===== src/rtl/data_search8.sv =====
// data_search8 -- binary search driving an external magnitude comparator.
//
// Each probe presents the midpoint of the live [lo, hi] window on oProbe and
// narrows the window from the comparator's one-hot answer, until it is told
// "equal", the window empties, or the answer is malformed.
//
// Optional feature: define DATA_SEARCH_TIMEOUT_EN to abort a search with
// oError after TIMEOUT consecutive PROBE cycles without iCmpValid. Without it
// the search waits for a response indefinitely.
//
// Ports:
//   iClk, iRst_n      clock, asynchronous active-low reset
//   iStart            start a search (only looked at in IDLE)
//   oProbe            candidate value (comparator operand a)
//   oProbeValid       oProbe is valid and waiting for a response
//   iCmpValid, iCmp   response strobe and one-hot result
//                     (100 probe>target, 010 probe<target, 001 equal)
//   oBusy             search in progress
//   oDone             one-cycle end-of-search pulse
//   oFound, oError    outcome of the last search (meaningful with oDone)
//   oResult           last located value
module data_search8 #(
  parameter int WIDTH   = 8,
  parameter int TIMEOUT = 16
) (
  input  logic             iClk,
  input  logic             iRst_n,
  input  logic             iStart,
  output logic [WIDTH-1:0] oProbe,
  output logic             oProbeValid,
  input  logic             iCmpValid,
  input  logic [2:0]       iCmp,
  output logic             oBusy,
  output logic             oDone,
  output logic             oFound,
  output logic [WIDTH-1:0] oResult,
  output logic             oError
);

  typedef enum logic [1:0] {IDLE, PROBE, DONE} state_t;

  localparam logic [WIDTH-1:0] MAXV = '1;
  localparam logic [WIDTH-1:0] ONE  = {{(WIDTH-1){1'b0}}, 1'b1};

  state_t           state_q, state_d;
  logic [WIDTH-1:0] lo_q, lo_d, hi_q, hi_d;
  logic [WIDTH-1:0] result_q, result_d;
  logic             found_q, found_d, error_q, error_d;

  // Midpoint taken from a WIDTH+1 bit sum so lo+hi never wraps.
  logic [WIDTH:0]   sum;
  logic [WIDTH-1:0] mid;
  assign sum = {1'b0, lo_q} + {1'b0, hi_q};
  assign mid = sum[WIDTH:1];

  logic tmo;

`ifdef DATA_SEARCH_TIMEOUT_EN
  localparam int TW = $clog2(TIMEOUT + 1);
  logic [TW-1:0] tcnt_q, tcnt_d;

  // Counts consecutive response-less PROBE cycles; cleared outside PROBE.
  always_comb begin
    tcnt_d = '0;
    if (state_q == PROBE && !iCmpValid) tcnt_d = tcnt_q + 1'b1;
  end

  assign tmo = (state_q == PROBE) && !iCmpValid && (tcnt_q == TW'(TIMEOUT - 1));

  always_ff @(posedge iClk or negedge iRst_n) begin
    if (!iRst_n) tcnt_q <= '0;
    else         tcnt_q <= tcnt_d;
  end
`else
  assign tmo = 1'b0;
`endif

  always_comb begin
    state_d  = state_q;
    lo_d     = lo_q;
    hi_d     = hi_q;
    result_d = result_q;
    found_d  = found_q;
    error_d  = error_q;
    case (state_q)
      IDLE: begin
        if (iStart) begin
          lo_d    = '0;
          hi_d    = MAXV;
          state_d = PROBE;
        end
      end
      PROBE: begin
        if (iCmpValid) begin
          case (iCmp)
            3'b001: begin
              result_d = mid;
              found_d  = 1'b1;
              error_d  = 1'b0;
              state_d  = DONE;
            end
            3'b100: begin
              // Nothing below probe 0, or the window closes: not found.
              if (mid == '0 || lo_q > (mid - ONE)) begin
                found_d = 1'b0;
                error_d = 1'b0;
                state_d = DONE;
              end else begin
                hi_d = mid - ONE;
              end
            end
            3'b010: begin
              if (mid == MAXV || (mid + ONE) > hi_q) begin
                found_d = 1'b0;
                error_d = 1'b0;
                state_d = DONE;
              end else begin
                lo_d = mid + ONE;
              end
            end
            default: begin
              found_d = 1'b0;
              error_d = 1'b1;
              state_d = DONE;
            end
          endcase
        end else if (tmo) begin
          found_d = 1'b0;
          error_d = 1'b1;
          state_d = DONE;
        end
      end
      DONE:    state_d = IDLE;
      default: state_d = IDLE;
    endcase
  end

  always_ff @(posedge iClk or negedge iRst_n) begin
    if (!iRst_n) begin
      state_q  <= IDLE;
      lo_q     <= '0;
      hi_q     <= '0;
      result_q <= '0;
      found_q  <= 1'b0;
      error_q  <= 1'b0;
    end else begin
      state_q  <= state_d;
      lo_q     <= lo_d;
      hi_q     <= hi_d;
      result_q <= result_d;
      found_q  <= found_d;
      error_q  <= error_d;
    end
  end

  assign oBusy       = (state_q == PROBE);
  assign oProbeValid = (state_q == PROBE);
  assign oProbe      = (state_q == PROBE) ? mid : '0;
  assign oDone       = (state_q == DONE);
  assign oFound      = found_q;
  assign oError      = error_q;
  assign oResult     = result_q;

endmodule

===== config.mk =====
export PLATFORM = sky130hd
export DESIGN_NAME = data_search8
export DESIGN_NICKNAME = d
export VERILOG_FILES = /design/src/rtl/data_search8.sv
export SDC_FILE = /design/constraint.sdc
export NUM_CORES = 1
export LEC_CHECK = 0
export ABC_AREA = 0
export BUFFER_PORTS_ARGS = -buffer_cell sky130_fd_sc_hd__buf_2
export CAP_MARGIN = 20
export CELL_PAD_IN_SITES_DETAIL_PLACEMENT = 1
export CELL_PAD_IN_SITES_GLOBAL_PLACEMENT = 2
export CORE_ASPECT_RATIO = 1.75
export CORE_MARGIN = 10
export CORE_UTILIZATION = 39
export DETAILED_ROUTE_END_ITERATION = 10
export PLACE_DENSITY_LB_ADDON = 0.1
export SYNTH_ARGS = -nofsm -noshare
export SYNTH_HDL_FRONTEND = slang
export SYNTH_SLANG_ARGS = --single-unit

===== constraint.sdc =====
create_clock -name iClk -period 10.3 [get_ports iClk]
set_input_delay 1.03 -clock iClk [delete_from_list [all_inputs] [get_ports iClk]]
set_output_delay 1.03 -clock iClk [all_outputs]
set_load 0.005 [all_outputs]

After elaboration in Yosys (flattened, before gate mapping)

Index checks and enable logic that the tools add are counted.

Bits in registers: 28
Input port bits: 7
Output and inout bits: 21
Word-level logic and storage cells: 58

$add $sub $neg: 3
$lt $le $gt $ge: 2
Equal/unequal tests: 16
Muxes and demuxes: 21
Reduce and logical (&&, ||, !) cells: 10

Operators by type and width:

| kind                                              | number |
|---|---|
| two-way mux 8 bit                                 | 9 |
| case mux 8 bit (2 select lines)                   | 2 |
| > comparator 8 bit                                | 2 |
| != test 2 bit (second input constant)             | 6 |
| AND reduction 5 bit                               | 2 |
| adder 8 x 8 -> 9 bit                              | 1 |
| adder 8 x 1 -> 8 bit (second input constant)      | 1 |
| == test 8 bit (second input constant)             | 1 |
| zero test 8 bit                                   | 1 |
| two-way mux 2 bit                                 | 4 |
| case mux 2 bit (2 select lines)                   | 2 |
| AND reduction 4 bit                               | 2 |
| subtractor 8 x 1 -> 8 bit (second input constant) | 1 |
| != test 3 bit (second input constant)             | 2 |
| case mux 1 bit (3 select lines)                   | 2 |
| != test 2 x 1 -> 1 bit (second input constant)    | 2 |
| == test 3 x 1 -> 1 bit (second input constant)    | 1 |
| == test 3 x 2 -> 1 bit (second input constant)    | 1 |
| == test 3 bit (second input constant)             | 1 |
| AND reduction 3 bit                               | 1 |
| == test 2 x 1 -> 1 bit (second input constant)    | 1 |
| == test 2 bit (second input constant)             | 1 |
| zero test 2 bit                                   | 1 |
| logical OR 1 bit                                  | 2 |
| 2 further kinds                                   | 3 |

Longest topological paths before layout

Gate-level depths: netlist of the first run.

Depth in word-level cells: 8
Gate-level depth with buffers: 17
Mapped depth without buffers: 17

Least setup slack after synthesis of the first run

No wires, ideal clock.

Path type: register -> register
Start: register lo_q[0]
End: register hi_q[1]
Setup time: 125 ps
Arrival time: 3749 ps
Data required time: 10175 ps
Path slack: 6426 ps
Stages on the path, launching flop included: 17
Buffers on the path: 0
Period minus slack after synthesis: 3874 ps
Path through: dfrtp_1 > inv_1 > nor2_1 > fa_1 > a21o_1 > a221oi_4 > xnor2_2 > nor3_4 > nand3_1 > xnor2_1 > ha_1 > nand2_1 > nor2_1 > a2111oi_0 > o211ai_1 > o21ai_1 > mux2_2

Cells in the longest elaborated chain, start to end: 6
Elaborated cells between the ends (all ways): 11
Classes of those cells: add/sub: 2; order compare: 1; eq/ne: 1; mux: 4; reduce/logical: 3

RTL lines:

| what                                                                                           | line     | RTL |
|---|---|---|
| start, declared                                                                                | 46       | `logic [WIDTH-1:0] lo_q, lo_d, hi_q, hi_d;` |
| start signal, assigned                                                                         | 148      | `lo_q <= lo_d;` |
| adder 8 x 8 -> 9 bit                                                                           | 53       | `assign sum = {1'b0, lo_q} + {1'b0, hi_q};` |
| subtractor 8 x 1 -> 8 bit                                                                      | 104, 109 |  |
| > comparator 8 bit / two-way mux 8 bit (equally long branches)                                 | 104      | `if (mid == '0 \|\| lo_q > (mid - ONE)) begin` |
| logical OR 1 bit / two-way mux 8 bit (equally long branches)                                   | 104, 95  |  |
| != test 2 bit (no source line) / two-way mux 8 bit (equally long branches)                     | --       |  |
| AND reduction 5 bit (no source line) / case mux 8 bit (2 select lines) (equally long branches) | --       |  |
| end signal, assigned                                                                           | 149      | `hi_q <= hi_d;` |
| end, declared                                                                                  | 46       |  |

Parallel ways exist; a longest one is shown, timed or not. The select of a mux whose other input is x is not followed.
A chain may end at the register's enable or synchronous reset.

Worst setup path after layout of the first run

Start: register hi_q[5]
End: register hi_q[3]

Cells in the longest elaborated chain, start to end: 6
Elaborated cells between the ends (all ways): 7
Classes of those cells: add/sub: 2; order compare: 1; eq/ne: 1; reduce/logical: 3

RTL lines:

| what                                   | line |
|---|---|
| adder 8 x 8 -> 9 bit *                 | 53 |
| subtractor 8 x 1 -> 8 bit              | 104 |
| > comparator 8 bit                     | 104 |
| logical OR 1 bit *                     | 104 |
| != test 2 bit (no source line) *       | -- |
| AND reduction 5 bit (no source line) * | -- |

Mark *: on every way between the ends. The rest lies on a longest branch, timed or not.

==> reports/qor.log, run 1 <==
qor: outcome.status complete, no violations
qor: floorplan.die-area 9580 um2
qor: synthesis.synth.avg_cell_area 9.20 um2
qor: clock_tree.worstSkewPairLatency 0.30 ns
qor: grt.number_of_antenna_violations_at_the_first_check_in_global_routing 0
qor: synthesis.synth_cells 253
qor: place.post-place-cells 351
qor: route.drc_markers 0
qor: route.ant_nets 0
qor: grt.grt.overflow.total 0
qor: sta.hold_viol_final 0
qor: finish.antenna_cells_inserted 0
qor: grt.globalRouteTotalUtil 16.9%
qor: floorplan.initial_core_util 39.9%
qor: clock_tree.number_of_gates_given_a_new_drive_strength_after_cts 0
qor: synthesis.synth_fp_nets 288
qor: sta.timing.slew.headroom 52.0%
qor: grt.grt_max_degree 29
qor: sta.rsz0062_at_grt no
qor: synthesis.synthMostInstantiatedCell sky130_fd_sc_hd__dfrtp_1
qor: route.post_drt_wl_per_cell 21.8 um
qor: route.first_iter_violations 65
qor: floorplan.fp.dieH 122 um
qor: synthesis.syn_area 2330 um2
qor: finish.final_cells 355
qor: sta.final.setup.tns 0 ns
qor: route.drt_pre_antenna_iters 4
qor: run.maxCapViolations 0
qor: clock_tree.clock-root-buffer sky130_fd_sc_hd__clkbuf_8
qor: sta.maxSlewViolCount 0
qor: synthesis.ys_top_cells_by_area sky130_fd_sc_hd__dfrtp_1 (30%), sky130_fd_sc_hd__ha_1 (15%), sky130_fd_sc_hd__xnor2_1 (4.9%)
qor: worst_setup_path.critPathLaunchType flop
qor: worst_setup_path.critPathArrivalTime 5.06 ns
qor: synthesis.synth.distinct_cells 60
qor: place.placed_cell_areas 2510 um2
qor: clock_tree.worst_setup_hold_path_clk_slew 0.11 ns
qor: worst_setup_path.timing.setup.critical_path_class reg2reg
qor: synthesis.synthDominantAreaCellType sky130_fd_sc_hd__dfrtp_1
qor: floorplan.floorplan.io_pins 28
qor: synthesis.number_of_flops_mapped_to_enable_cells_by_yosys 0
qor: sta.achievable-frequency 205 MHz
qor: clock_tree.numCtsBuffers 3
qor: sta.fin_worst_skew 0.0106 ns
qor: worst_setup_path.crit_path_max_fanout 10
qor: synthesis.seq_area_frac_synth 30.1%
qor: clock_tree.ctsHtreeMaxLevel 1
qor: floorplan.coreArea 5830 um2
qor: grt.wire_length_of_the_first_global_routing_pass 12,200 um
qor: grt.first_global_vias 2,207
qor: floorplan.die_width 78.4 um
qor: clock_tree.post_cts_setup_repair_buffer_count 0
qor: synthesis.ys_seq_elements 28
qor: place.dp_hpwl 6330 um
qor: synthesis.most_used_standard_cells_in_the_synthesized_netlist sky130_fd_sc_hd__dfrtp_1 (28), sky130_fd_sc_hd__ha_1 (27), sky130_fd_sc_hd__nor2_1 (26), sky130_fd_sc_hd__nand2_1 (21), sky130_fd_sc_hd__inv_1 (15)
qor: route.detail_route.wirelength 7750 um
qor: finish.num-nets-final 313
qor: min_path.type_of_the_worst_min_delay_path reg2reg
qor: sta.fin_crit 4.87 ns
qor: synthesis.proportion_of_register_bits_with_asynchronous_set_or_reset_after_synthesis 100%
qor: clock_tree.postCtsHoldBufs 0
qor: worst_setup_path.critical_path.endpoint_type flop
qor: clock_tree.clkSinkCount 28
qor: finish.layout.core_utilization 44.3%
qor: finish.area_growth_syn_to_layout 11.1%
qor: sta.finalSetupViolations 0
qor: synthesis.leading_register_cell_type_out_of_synthesis sky130_fd_sc_hd__dfrtp_1
qor: sta.layout_worst_path_cycle_share 47.3%
qor: finish.postLayoutCellArea 2590 um2
qor: clock_tree.tritoncts yes
qor: synthesis.synth_top_cell_area_share 30.1%
qor: synthesis.synth.yosys.warnings 0
qor: sta.worst_pin_slew 0.719 ns
qor: finish.fill_cell_total_of_the_finished_layout 720
qor: clock_tree.cts.path.max_buffers 2
qor: place.buffer_ports.inserted 27
qor: floorplan.floorplan.rows 37
qor: place.routabilityCongestion 0.863
qor: route.post_drt_via_cell_ratio 5.71
qor: finish.post_route_cells_drive_above_1_share 17.3%
qor: worst_setup_path.crit_required 10.49 ns
qor: route.route.vias.total 2,027
==> worst paths after layout <==
path | cells after the start | endpoint | startpoint | slack, ns
max | 14 | hi_q[3] | hi_q[5] | 5.43
min | 1 | state_q[0] | state_q[1] | 0.47
max reg2reg | 14 | hi_q[3] | hi_q[5] | 5.43
min reg2reg | 1 | state_q[0] | state_q[1] | 0.47
max in group asynchronous | 1 | lo_q[7] | iRst_n | 9.09
min in group asynchronous | 1 | oError | iRst_n | 0.77
==> flip-flops by register name (all words and copies together) (netlist names) <==
signal and flops:
oFound 1, lo_q 8, hi_q 8, oResult 8, state_q 2, oError 1
==> area by class of cell <==
cell class	count	area [um2]	share of cell area [%]
tap	78	97.6	3.77
timing repair buffer	27	135	5.22
clock buffer	3	41.3	1.60
sequential	28	701	27.1
clock inverter	1	30.0	1.16
inverter	16	60.1	2.32
multi-input combinational	202	1520	58.8
==> through the flow <==
stage / setup slack, ns / hold slack [ns]
final: 5.43 / 0.474
after global routing: 5.11 / 0.513
after CTS: 5.48 / 0.480
after floorplan: 6.43 / 0.431
after global placement: 5.49 / 0.456
after detailed placement: 5.54 / 0.466
==> placed cells by master (no fill, tap or decap), types with 2 or more instances in the layout <==
cell type	instances
sky130_fd_sc_hd__buf_2	27
sky130_fd_sc_hd__and2_1	3
sky130_fd_sc_hd__xor2_1	5
sky130_fd_sc_hd__a22oi_1	2
sky130_fd_sc_hd__o21ai_0	12
sky130_fd_sc_hd__nor2_1	26
sky130_fd_sc_hd__o21a_1	2
sky130_fd_sc_hd__mux2i_1	6
sky130_fd_sc_hd__inv_1	15
sky130_fd_sc_hd__nand3_1	13
sky130_fd_sc_hd__nand2_1	21
sky130_fd_sc_hd__mux2_2	4
sky130_fd_sc_hd__dfrtp_1	28
sky130_fd_sc_hd__and3_1	4
sky130_fd_sc_hd__nor3_1	3
sky130_fd_sc_hd__nand4_1	7
sky130_fd_sc_hd__o211ai_1	3
sky130_fd_sc_hd__clkbuf_8	3
sky130_fd_sc_hd__a21oi_1	13
sky130_fd_sc_hd__nor2b_1	3
sky130_fd_sc_hd__ha_1	27
sky130_fd_sc_hd__xnor2_1	13
==> critical path: stages, from the launching register on <==
cell and delay (ns):
sky130_fd_sc_hd__dfrtp_1 0.46, sky130_fd_sc_hd__ha_1 0.57, sky130_fd_sc_hd__and3_1 0.30, sky130_fd_sc_hd__a21boi_1 0.22, sky130_fd_sc_hd__mux2i_1 0.20, sky130_fd_sc_hd__o311a_1 0.58, sky130_fd_sc_hd__nand3_1 0.17, sky130_fd_sc_hd__xnor2_1 0.25
sky130_fd_sc_hd__ha_1 0.31, sky130_fd_sc_hd__nand4_1 0.15, sky130_fd_sc_hd__a21oi_1 0.05, sky130_fd_sc_hd__a2111oi_0 0.43, sky130_fd_sc_hd__o21a_1 0.31, sky130_fd_sc_hd__and3_1 0.39, sky130_fd_sc_hd__mux2i_1 0.34
==> layer usage <==
metal / vias up / global-route usage, % / wire length (um)
met2: 52 / 31.4 / 4210
met1: 994 / 16.7 / 2870
li1: 958 / - / -
met4: 0 / 11.1 / 426
met5: - / 0 / 0
met3: 23 / 2.71 / 247
==> logic make-up (layout without fill, tap and decap cells) <==
group	Yosys count	count (layout)	share of synthesized area (%)
buf+inv	23	47	4.57
mux	11	11	5.00
compound gates	53	53	17.6
flops	28	28	30.1
xor+xnor	19	19	7.47
simple gates	91	91	19.9
fa+ha+maj	28	28	15.4
Power of run 1 is not shown: default switching activity piles up to over one toggle a cycle in this logic, so the estimate is an artifact.
==> run 2: changes to the inputs <==
--- a/config.mk
+++ b/config.mk
@@ -5,14 +5,14 @@
 export SDC_FILE = /design/constraint.sdc
 export NUM_CORES = 1
 export LEC_CHECK = 0
-export ABC_AREA = 0
+export ABC_AREA = 1
 export BUFFER_PORTS_ARGS = -buffer_cell sky130_fd_sc_hd__buf_2
 export CAP_MARGIN = 20
 export CELL_PAD_IN_SITES_DETAIL_PLACEMENT = 1
 export CELL_PAD_IN_SITES_GLOBAL_PLACEMENT = 2
 export CORE_ASPECT_RATIO = 1.75
 export CORE_MARGIN = 10
-export CORE_UTILIZATION = 39
+export CORE_UTILIZATION = 30
 export DETAILED_ROUTE_END_ITERATION = 10
 export PLACE_DENSITY_LB_ADDON = 0.1
 export SYNTH_ARGS = -nofsm -noshare
==> constraint.sdc (replaced) <==
create_clock -name iClk -period 4.47 [get_ports iClk]
set_input_delay 0.447 -clock iClk [delete_from_list [all_inputs] [get_ports iClk]]
set_output_delay 0.447 -clock iClk [all_outputs]
set_load 0.005 [all_outputs]
==> run 2 against run 1 <==
Against the previous run: synthesized cell count rose by 46%; cell count up 37%; register-to-register slack worse by 4.9 ns; area after synthesis rose by 7.8%; sequential share of layout area is 2.3 points lower; sequential cell count did not move.
==> reports/qor.log, run 2 <==
qor: clock_tree.numCtsBuffers 3 [unchanged]
qor: synthesis.number_of_flops_mapped_to_enable_cells_by_yosys 0 [unchanged]
qor: synthesis.syn_area 2510 um2 [+7.8%]
qor: clock_tree.clkSinkCount 28 [unchanged]
qor: finish.mostFrequentLayoutCells sky130_fd_sc_hd__nand2_1 (110), sky130_fd_sc_hd__inv_1 (42), sky130_fd_sc_hd__nand3_1 (41)
qor: worst_setup_path.timing.rr.end lo_q[7]
qor: worst_setup_path.crit_path_max_fanout 6 [-4]
qor: run.maxCapViolations 0 [unchanged]
qor: clock_tree.post_cts_setup_repair_buffer_count 0 [unchanged]
qor: sta.rsz0062_at_grt no
qor: sta.achievable-frequency 255 MHz [+24%]
qor: clock_tree.postCtsHoldBufs 0 [unchanged]
qor: worst_setup_path.critPathArrivalTime 4.13 ns [-0.93 ns]
qor: clock_tree.worst_setup_hold_path_clk_slew 0.07 ns [-0.04 ns]
qor: grt.wire_length_of_the_first_global_routing_pass 14,100 um [+15%]
qor: clock_tree.cts.path.max_buffers 2 [unchanged]
qor: worst_setup_path.cpPeakStageDelay 0.63 ns [+0.05 ns]
qor: synthesis.synthMostInstantiatedCell sky130_fd_sc_hd__nand2_1
qor: sta.maxSlewViolCount 0 [unchanged]
qor: clock_tree.clock-root-buffer sky130_fd_sc_hd__clkbuf_16
qor: route.post_drt_via_cell_ratio 5.09 [-11%]
qor: worst_setup_path.timing.setup.critical_path_class reg2reg
qor: finish.fill_cell_total_of_the_finished_layout 1,055 [+47%]
qor: route.post_drt_wl_per_cell 17.5 um [-20%]
qor: synthesis.proportion_of_register_bits_with_asynchronous_set_or_reset_after_synthesis 100% [unchanged]
qor: grt.global_route.usage.met2 28.3% [-3.1 points]
qor: sta.layout_worst_path_cycle_share 87.6% [+40 points]
qor: finish.post_route_cells_drive_above_1_share 15.7% [-1.7 points]
qor: synthesis.most_used_standard_cells_in_the_synthesized_netlist sky130_fd_sc_hd__nand2_1 (110), sky130_fd_sc_hd__inv_1 (42), sky130_fd_sc_hd__nand3_1 (41), sky130_fd_sc_hd__nor2_1 (34), sky130_fd_sc_hd__dfrtp_1 (28)
qor: synthesis.seq_area_frac_synth 27.9% [-2.2 points]
qor: clock_tree.tritoncts yes
qor: finish.postLayoutCellArea 2830 um2 [+9.4%]
qor: sta.timing.slew.headroom 55.2% [+3.3 points]
qor: route.route.vias.total 2,482 [+22%]
qor: grt.groute.layer.met1.usage 15.4% [-1.3 points]
qor: sta.finalSetupViolations 0 [unchanged]
qor: floorplan.floorplan.io_pins 28 [unchanged]
qor: sta.hold_slack 0.201 ns [-0.273 ns]
qor: worst_setup_path.reg_to_reg_start hi_q[0]
qor: synthesis.synth_top_cell_area_share 27.9% [-2.2 points]
qor: sta.fin_worst_skew 0.00364 ns [-0.00701 ns]
qor: place.dp_hpwl 7230 um [+14%]
qor: synthesis.synth.distinct_cells 32 [-47%]
qor: clock_tree.ctsHtreeMaxLevel 1 [unchanged]
qor: clock_tree.number_of_gates_given_a_new_drive_strength_after_cts 0 [unchanged]
qor: sta.layout_setup_ws 0.556 ns [-4.87 ns]
qor: clock_tree.worstSkewPairLatency 0.28 ns [-0.02 ns]
qor: route.drt_pre_antenna_iters 4 [unchanged]
qor: grt.number_of_antenna_violations_at_the_first_check_in_global_routing 0 [unchanged]
qor: synthesis.ys_top_cells_by_area sky130_fd_sc_hd__dfrtp_1 (28%), sky130_fd_sc_hd__nand2_1 (16%), sky130_fd_sc_hd__ha_1 (13%)
qor: outcome.status complete, no violations
qor: sta.hold_viol_final 0 [unchanged]
qor: synthesis.leading_register_cell_type_out_of_synthesis sky130_fd_sc_hd__dfrtp_1
qor: worst_setup_path.critical_path.endpoint_type flop
qor: floorplan.fp.dieH 141 um [+15%]
qor: finish.area_growth_syn_to_layout 12.7%
qor: grt.grt.overflow.total 0 [unchanged]
qor: place.placed_cell_areas 2740 um2 [+9.0%]
qor: min_path.type_of_the_worst_min_delay_path in2async
qor: worst_setup_path.critical_path.cell_chain nand2_1 -> inv_1 -> fa_1 -> inv_1 -> buf_4 -> nor2_1 -> nand3_1 -> nor2_1 -> nand4_1 -> nand2_1 -> inv_1 -> ha_1 -> nand2_1 -> nor2_1 -> nand4_1 -> a21boi_0 -> nand2_4 -> a21oi_1 -> nand2_1 -> nand2_1
qor: sta.final.setup.tns 0 ns [unchanged]
qor: place.dp_slack 0.568 ns [-4.98 ns]
qor: grt.globalRouteTotalUtil 14.5% [-2.4 points]
qor: place.buffer_ports.inserted 27 [unchanged]
qor: synthesis.synth.yosys.warnings 0 [unchanged]
qor: route.first_iter_violations 74 [+14%]
qor: grt.groute.layer.met3.usage 1.62% [-1.1 points]
qor: finish.mostFrequentLayoutCell sky130_fd_sc_hd__nand2_1
qor: synthesis.synth.avg_cell_area 6.81 um2 [-26%]
qor: route.drc_markers 0 [unchanged]
qor: floorplan.coreArea 8260 um2 [+42%]
qor: sta.fin_crit 3.91 ns [-0.956 ns]
qor: sta.worst_pin_slew 0.671 ns [-0.0478 ns]
qor: route.detail_route.wirelength 8560 um [+10%]
qor: worst_setup_path.crit_required 4.69 ns [-5.80 ns]
qor: grt.first_global_vias 2,724 [+23%]
qor: floorplan.floorplan.rows 44 [+19%]
qor: synthesis.synth_fp_nets 404 [+40%]
qor: place.routabilityCongestion 0.792 [-8.3%]
qor: worst_setup_path.worst-r2r-setup-slack 0.56 ns [-4.87 ns]
qor: worst_setup_path.crit_top_cell sky130_fd_sc_hd__nand2_1
qor: synthesis.synthDominantAreaCellType sky130_fd_sc_hd__dfrtp_1
qor: floorplan.initial_core_util 30.4% [-9.5 points]
qor: synthesis.ys_seq_elements 28 [unchanged]
qor: route.ant_nets 0 [unchanged]
qor: grt.grt_max_degree 29 [unchanged]
qor: worst_setup_path.critPathLaunchType flop
qor: worst_setup_path.crit_path_top_delay_cell sky130_fd_sc_hd__fa_1
qor: finish.num-nets-final 432 [+38%]
qor: grt.grt_busiest_layer met2
qor: synthesis.synth_cells 369 [+46%]
qor: finish.antenna_cells_inserted 0 [unchanged]
qor: worst_setup_path.r2r_cells 20 [+6]
qor: floorplan.die-area 12,600 um2 [+31%]
qor: floorplan.die_width 89.2 um [+14%]
[run 2: cell type report]
cell class | instances | area, um2 | share of cell area [%]
inverter | 47 | 176 | 6.24
multi-input combinational | 288 | 1600 | 56.5
sequential | 28 | 701 | 24.8
clock buffer | 4 | 88.8 | 3.14
tap | 92 | 115 | 4.07
timing repair buffer | 29 | 150 | 5.31
[run 2: through the flow]
stage | cells | utilization, %
after CTS | 488 | 34.3
after global routing | 488 | 34.3
final | 488 | 34.3
after detailed placement | 484 | 33.2
after floorplan | 369 | -
after global placement | 484 | 33.2
[run 2: worst max path at each step]
stage | from | end | slack, ns | cells past startpoint
global placement | lo_q[1] | lo_q[0] | 0.62 | 19
CTS | hi_q[0] | lo_q[7] | 0.53 | 20
global route | hi_q[0] | lo_q[6] | 0.21 | 21
floorplan | hi_q[0] | lo_q[7] | 1.28 | 21
finish | hi_q[0] | lo_q[7] | 0.56 | 20
detailed placement | hi_q[0] | lo_q[7] | 0.57 | 20
[run 2: logic make-up (layout without fill, tap and decap cells)]
kind of cell	count (synthesis)	in the layout	synth area share, %
AND/OR/NAND/NOR	224	224	40.8
buffers and inverters	53	80	8.47
AO/OA/AOI/OAI	32	32	6.93
adder cells (fa/ha/maj)	28	28	14.2
flip-flops	28	28	27.9
XOR/XNOR	4	4	1.69
[run 2: worst max-delay path: cells and delay by family, from the launching register on]
kind | cells | cell delay, ns
buf+inv | 4 | 0.39
compound gates | 2 | 0.60
flops | 1 | 0.41
fa+ha+maj | 2 | 0.95
simple gates | 12 | 1.50
[run 2: routing by layer]
metal / up-vias / share of wire [%]
met1: 1210 / 39
met2: 30 / 57
met3: 5 / 2.8
met4: 0 / 1.2
met5: - / 0
li1: 1237 / -
Power of run 2 is left out for the same reason.
==> run 3: changes to the inputs <==
--- a/config.mk
+++ b/config.mk
@@ -5,14 +5,13 @@
 export SDC_FILE = /design/constraint.sdc
 export NUM_CORES = 1
 export LEC_CHECK = 0
-export ABC_AREA = 1
 export BUFFER_PORTS_ARGS = -buffer_cell sky130_fd_sc_hd__buf_2
 export CAP_MARGIN = 20
 export CELL_PAD_IN_SITES_DETAIL_PLACEMENT = 1
 export CELL_PAD_IN_SITES_GLOBAL_PLACEMENT = 2
 export CORE_ASPECT_RATIO = 1.75
 export CORE_MARGIN = 10
-export CORE_UTILIZATION = 30
+export CORE_UTILIZATION = 33
 export DETAILED_ROUTE_END_ITERATION = 10
 export PLACE_DENSITY_LB_ADDON = 0.1
 export SYNTH_ARGS = -nofsm -noshare
==> run 3 against run 2 <==
Against the previous run: register-to-register slack got worse by 0.39 ns; count of clock-buffer cells in the layout shrank 1; critical path type unchanged; via count fell by 17%; highest routed layer unchanged; hold slack gained 0.023 ns; maximum frequency decreased by 9.0%; non-clock buffer count up 22; critical endpoint is now hi_q[1]; largest cell class unchanged.
==> reports/qor.log, run 3 (same netlist as run 1, synthesis figures left out) <==
qor: outcome.status complete, no violations
qor: worst_setup_path.crit_path_max_fanout 7 [+1]
qor: sta.fin_crit 4.30 ns [+0.387 ns]
qor: clock_tree.clock-root-buffer sky130_fd_sc_hd__clkbuf_16
qor: worst_setup_path.critical_path.endpoint_type flop
qor: floorplan.die-area 10,900 um2 [-13%]
qor: worst_setup_path.critPathArrivalTime 4.47 ns [+0.34 ns]
qor: worst_setup_path.crit_top_cell sky130_fd_sc_hd__ha_1
qor: place.dp_slack -0.0577 ns [-0.625 ns]
qor: run.maxCapViolations 0 [unchanged]
qor: place.placed_cell_areas 2680 um2 [-2.2%]
qor: worst_setup_path.crit_required 4.64 ns [-0.05 ns]
qor: grt.number_of_antenna_violations_at_the_first_check_in_global_routing 0 [unchanged]
qor: finish.antenna_cells_inserted 0 [unchanged]
qor: worst_setup_path.r2r_cells 14 [-30%]
qor: route.post_drt_via_cell_ratio 5.37 [+5.7%]
qor: clock_tree.worst_setup_hold_path_clk_slew 0.07 ns [about the same]
qor: sta.layout_worst_path_cycle_share 96.2% [+8.6 points]
qor: sta.worst_pin_slew 0.735 ns [+0.0636 ns]
qor: floorplan.die_width 83.5 um [-6.3%]
qor: sta.finalSetupViolations 0 [unchanged]
qor: sta.fin_worst_skew 0.00218 ns [-0.00146 ns]
qor: place.buffer_ports.inserted 27 [unchanged]
qor: route.drc_markers 0 [unchanged]
qor: sta.layout_setup_ws 0.169 ns [-0.387 ns]
qor: floorplan.floorplan.rows 40 [-9.1%]
qor: worst_setup_path.timing.rr.end hi_q[1]
qor: worst_setup_path.crit_path_top_delay_cell sky130_fd_sc_hd__dfrtp_1
qor: sta.timing.slew.headroom 51.0% [-4.2 points]
qor: grt.grt.overflow.total 0 [unchanged]
qor: finish.mostFrequentLayoutCells sky130_fd_sc_hd__dfrtp_1 (28), sky130_fd_sc_hd__ha_1 (27), sky130_fd_sc_hd__buf_2 (27)
qor: finish.post_route_cells_drive_above_1_share 27.2% [+12 points]
qor: finish.num-nets-final 337 [-22%]
qor: worst_setup_path.timing.setup.critical_path_class reg2reg
qor: sta.maxSlewViolCount 0 [unchanged]
qor: finish.mostFrequentLayoutCell sky130_fd_sc_hd__dfrtp_1
qor: route.route.vias.total 2,069 [-17%]
qor: place.routabilityCongestion 0.851 [+7.5%]
qor: finish.area_growth_syn_to_layout 23.5%
qor: route.post_drt_wl_per_cell 21.0 um [+20%]
qor: finish.postLayoutCellArea 2880 um2 [+1.7%]
qor: sta.hold_viol_final 0 [unchanged]
qor: place.dp_hpwl 6500 um [-10%]
qor: clock_tree.cts.path.max_buffers 2 [unchanged]
qor: sta.achievable-frequency 233 MHz [-9.0%]
qor: grt.globalRouteTotalUtil 14.5% [-0.038 points]
qor: clock_tree.worstSkewPairLatency 0.28 ns [about the same]
qor: floorplan.floorplan.io_pins 28 [unchanged]
qor: worst_setup_path.cpPeakStageDelay 0.46 ns [-0.17 ns]
qor: grt.grt_max_degree 29 [unchanged]
qor: floorplan.coreArea 6860 um2 [-17%]
qor: worst_setup_path.reg_to_reg_start lo_q[3]
qor: worst_setup_path.critical_path.cell_chain ha_1 -> and3_1 -> a21boi_1 -> mux2i_1 -> o311a_2 -> nand3_1 -> xnor2_2 -> ha_1 -> nand4_1 -> a21oi_1 -> a2111oi_2 -> o211ai_1 -> o21ai_2 -> mux2_2
qor: clock_tree.clkSinkCount 28 [unchanged]
qor: clock_tree.ctsHtreeMaxLevel 1 [unchanged]
qor: clock_tree.tritoncts yes
qor: clock_tree.numCtsBuffers 3 [unchanged]
qor: route.ant_nets 0 [unchanged]
qor: route.drt_pre_antenna_iters 4 [unchanged]
qor: route.detail_route.wirelength 8070 um [-5.7%]
qor: floorplan.fp.dieH 131 um [-7.0%]
qor: clock_tree.postCtsHoldBufs 0 [unchanged]
qor: grt.wire_length_of_the_first_global_routing_pass 12,600 um [-10%]
qor: route.first_iter_violations 66 [-11%]
qor: floorplan.initial_core_util 34.0% [+3.6 points]
qor: worst_setup_path.critPathLaunchType flop
qor: min_path.type_of_the_worst_min_delay_path in2async
qor: grt.first_global_vias 2,289 [-16%]
qor: worst_setup_path.worst-r2r-setup-slack 0.17 ns [-0.39 ns]
## run 3: worst max-delay path by stage
stage            start  slack [ns]  cells after the start       to
2_1_floorplan  lo_q[0]        0.60                     16  hi_q[1]
3_5_place_dp   hi_q[0]       -0.06                     16  hi_q[1]
6_report       lo_q[3]        0.17                     14  hi_q[1]
5_1_grt        lo_q[4]       -0.04                     14  hi_q[1]
4_1_cts        hi_q[0]        0.05                     16  hi_q[4]
3_3_place_gp   hi_q[0]       -0.06                     16  hi_q[5]
## run 3: critical path, delay by kind of cell (launching register included)
| family | cells | cell delay [ns] |
|---|---|---|
| AOI/OAI and AO/OA | 6 | 1.61 |
| muxes | 2 | 0.58 |
| DFF | 1 | 0.46 |
| adders and majority gates | 2 | 0.79 |
| and+or+nand+nor | 3 | 0.57 |
| xor gates and xnor gates | 1 | 0.18 |
## run 3: through the flow
| stage | hold slack, ns | util (%) | cells | TNS (ns) |
|---|---|---|---|---|
| after floorplan | 0.151 | - | 253 | 0 |
| after global placement | 0.457 | 39.1 | 378 | -0.123 |
| after detailed placement | 0.468 | 39.1 | 378 | -0.114 |
| after CTS | 0.262 | 40.7 | 382 | 0 |
| after global routing | 0.286 | 42.0 | 385 | -0.0890 |
| final | 0.224 | 42.0 | 385 | 0 |
## run 3: layout make-up
type	instances	area [um2]
Clock buffer	3	75.1
Tap cell	84	105
Timing Repair Buffer	51	315
Inverter	16	60.1
Multi-Input combinational cell	202	1590
Fill cell	829	3980
Clock inverter	1	30.0
Sequential cell	28	701
## run 3: timing repair
action | 4_1_cts | 5_1_grt
resized for setup | 2 | 11
buffers inserted | 0 | 3
pin swaps | 0 | 6
setup endpoints to repair | 4 | 11
## run 3: per-layer routing
| metal | up-vias | wire length, um | global-route usage [%] |
|---|---|---|---|
| met3 | 17 | 231 | 2.35 |
| met5 | - | 0 | 0 |
| met2 | 34 | 4510 | 28.0 |
| li1 | 1003 | - | - |
| met4 | 0 | 347 | 7.20 |
| met1 | 1015 | 2980 | 14.1 |
Power of run 3 is left out for the same reason.
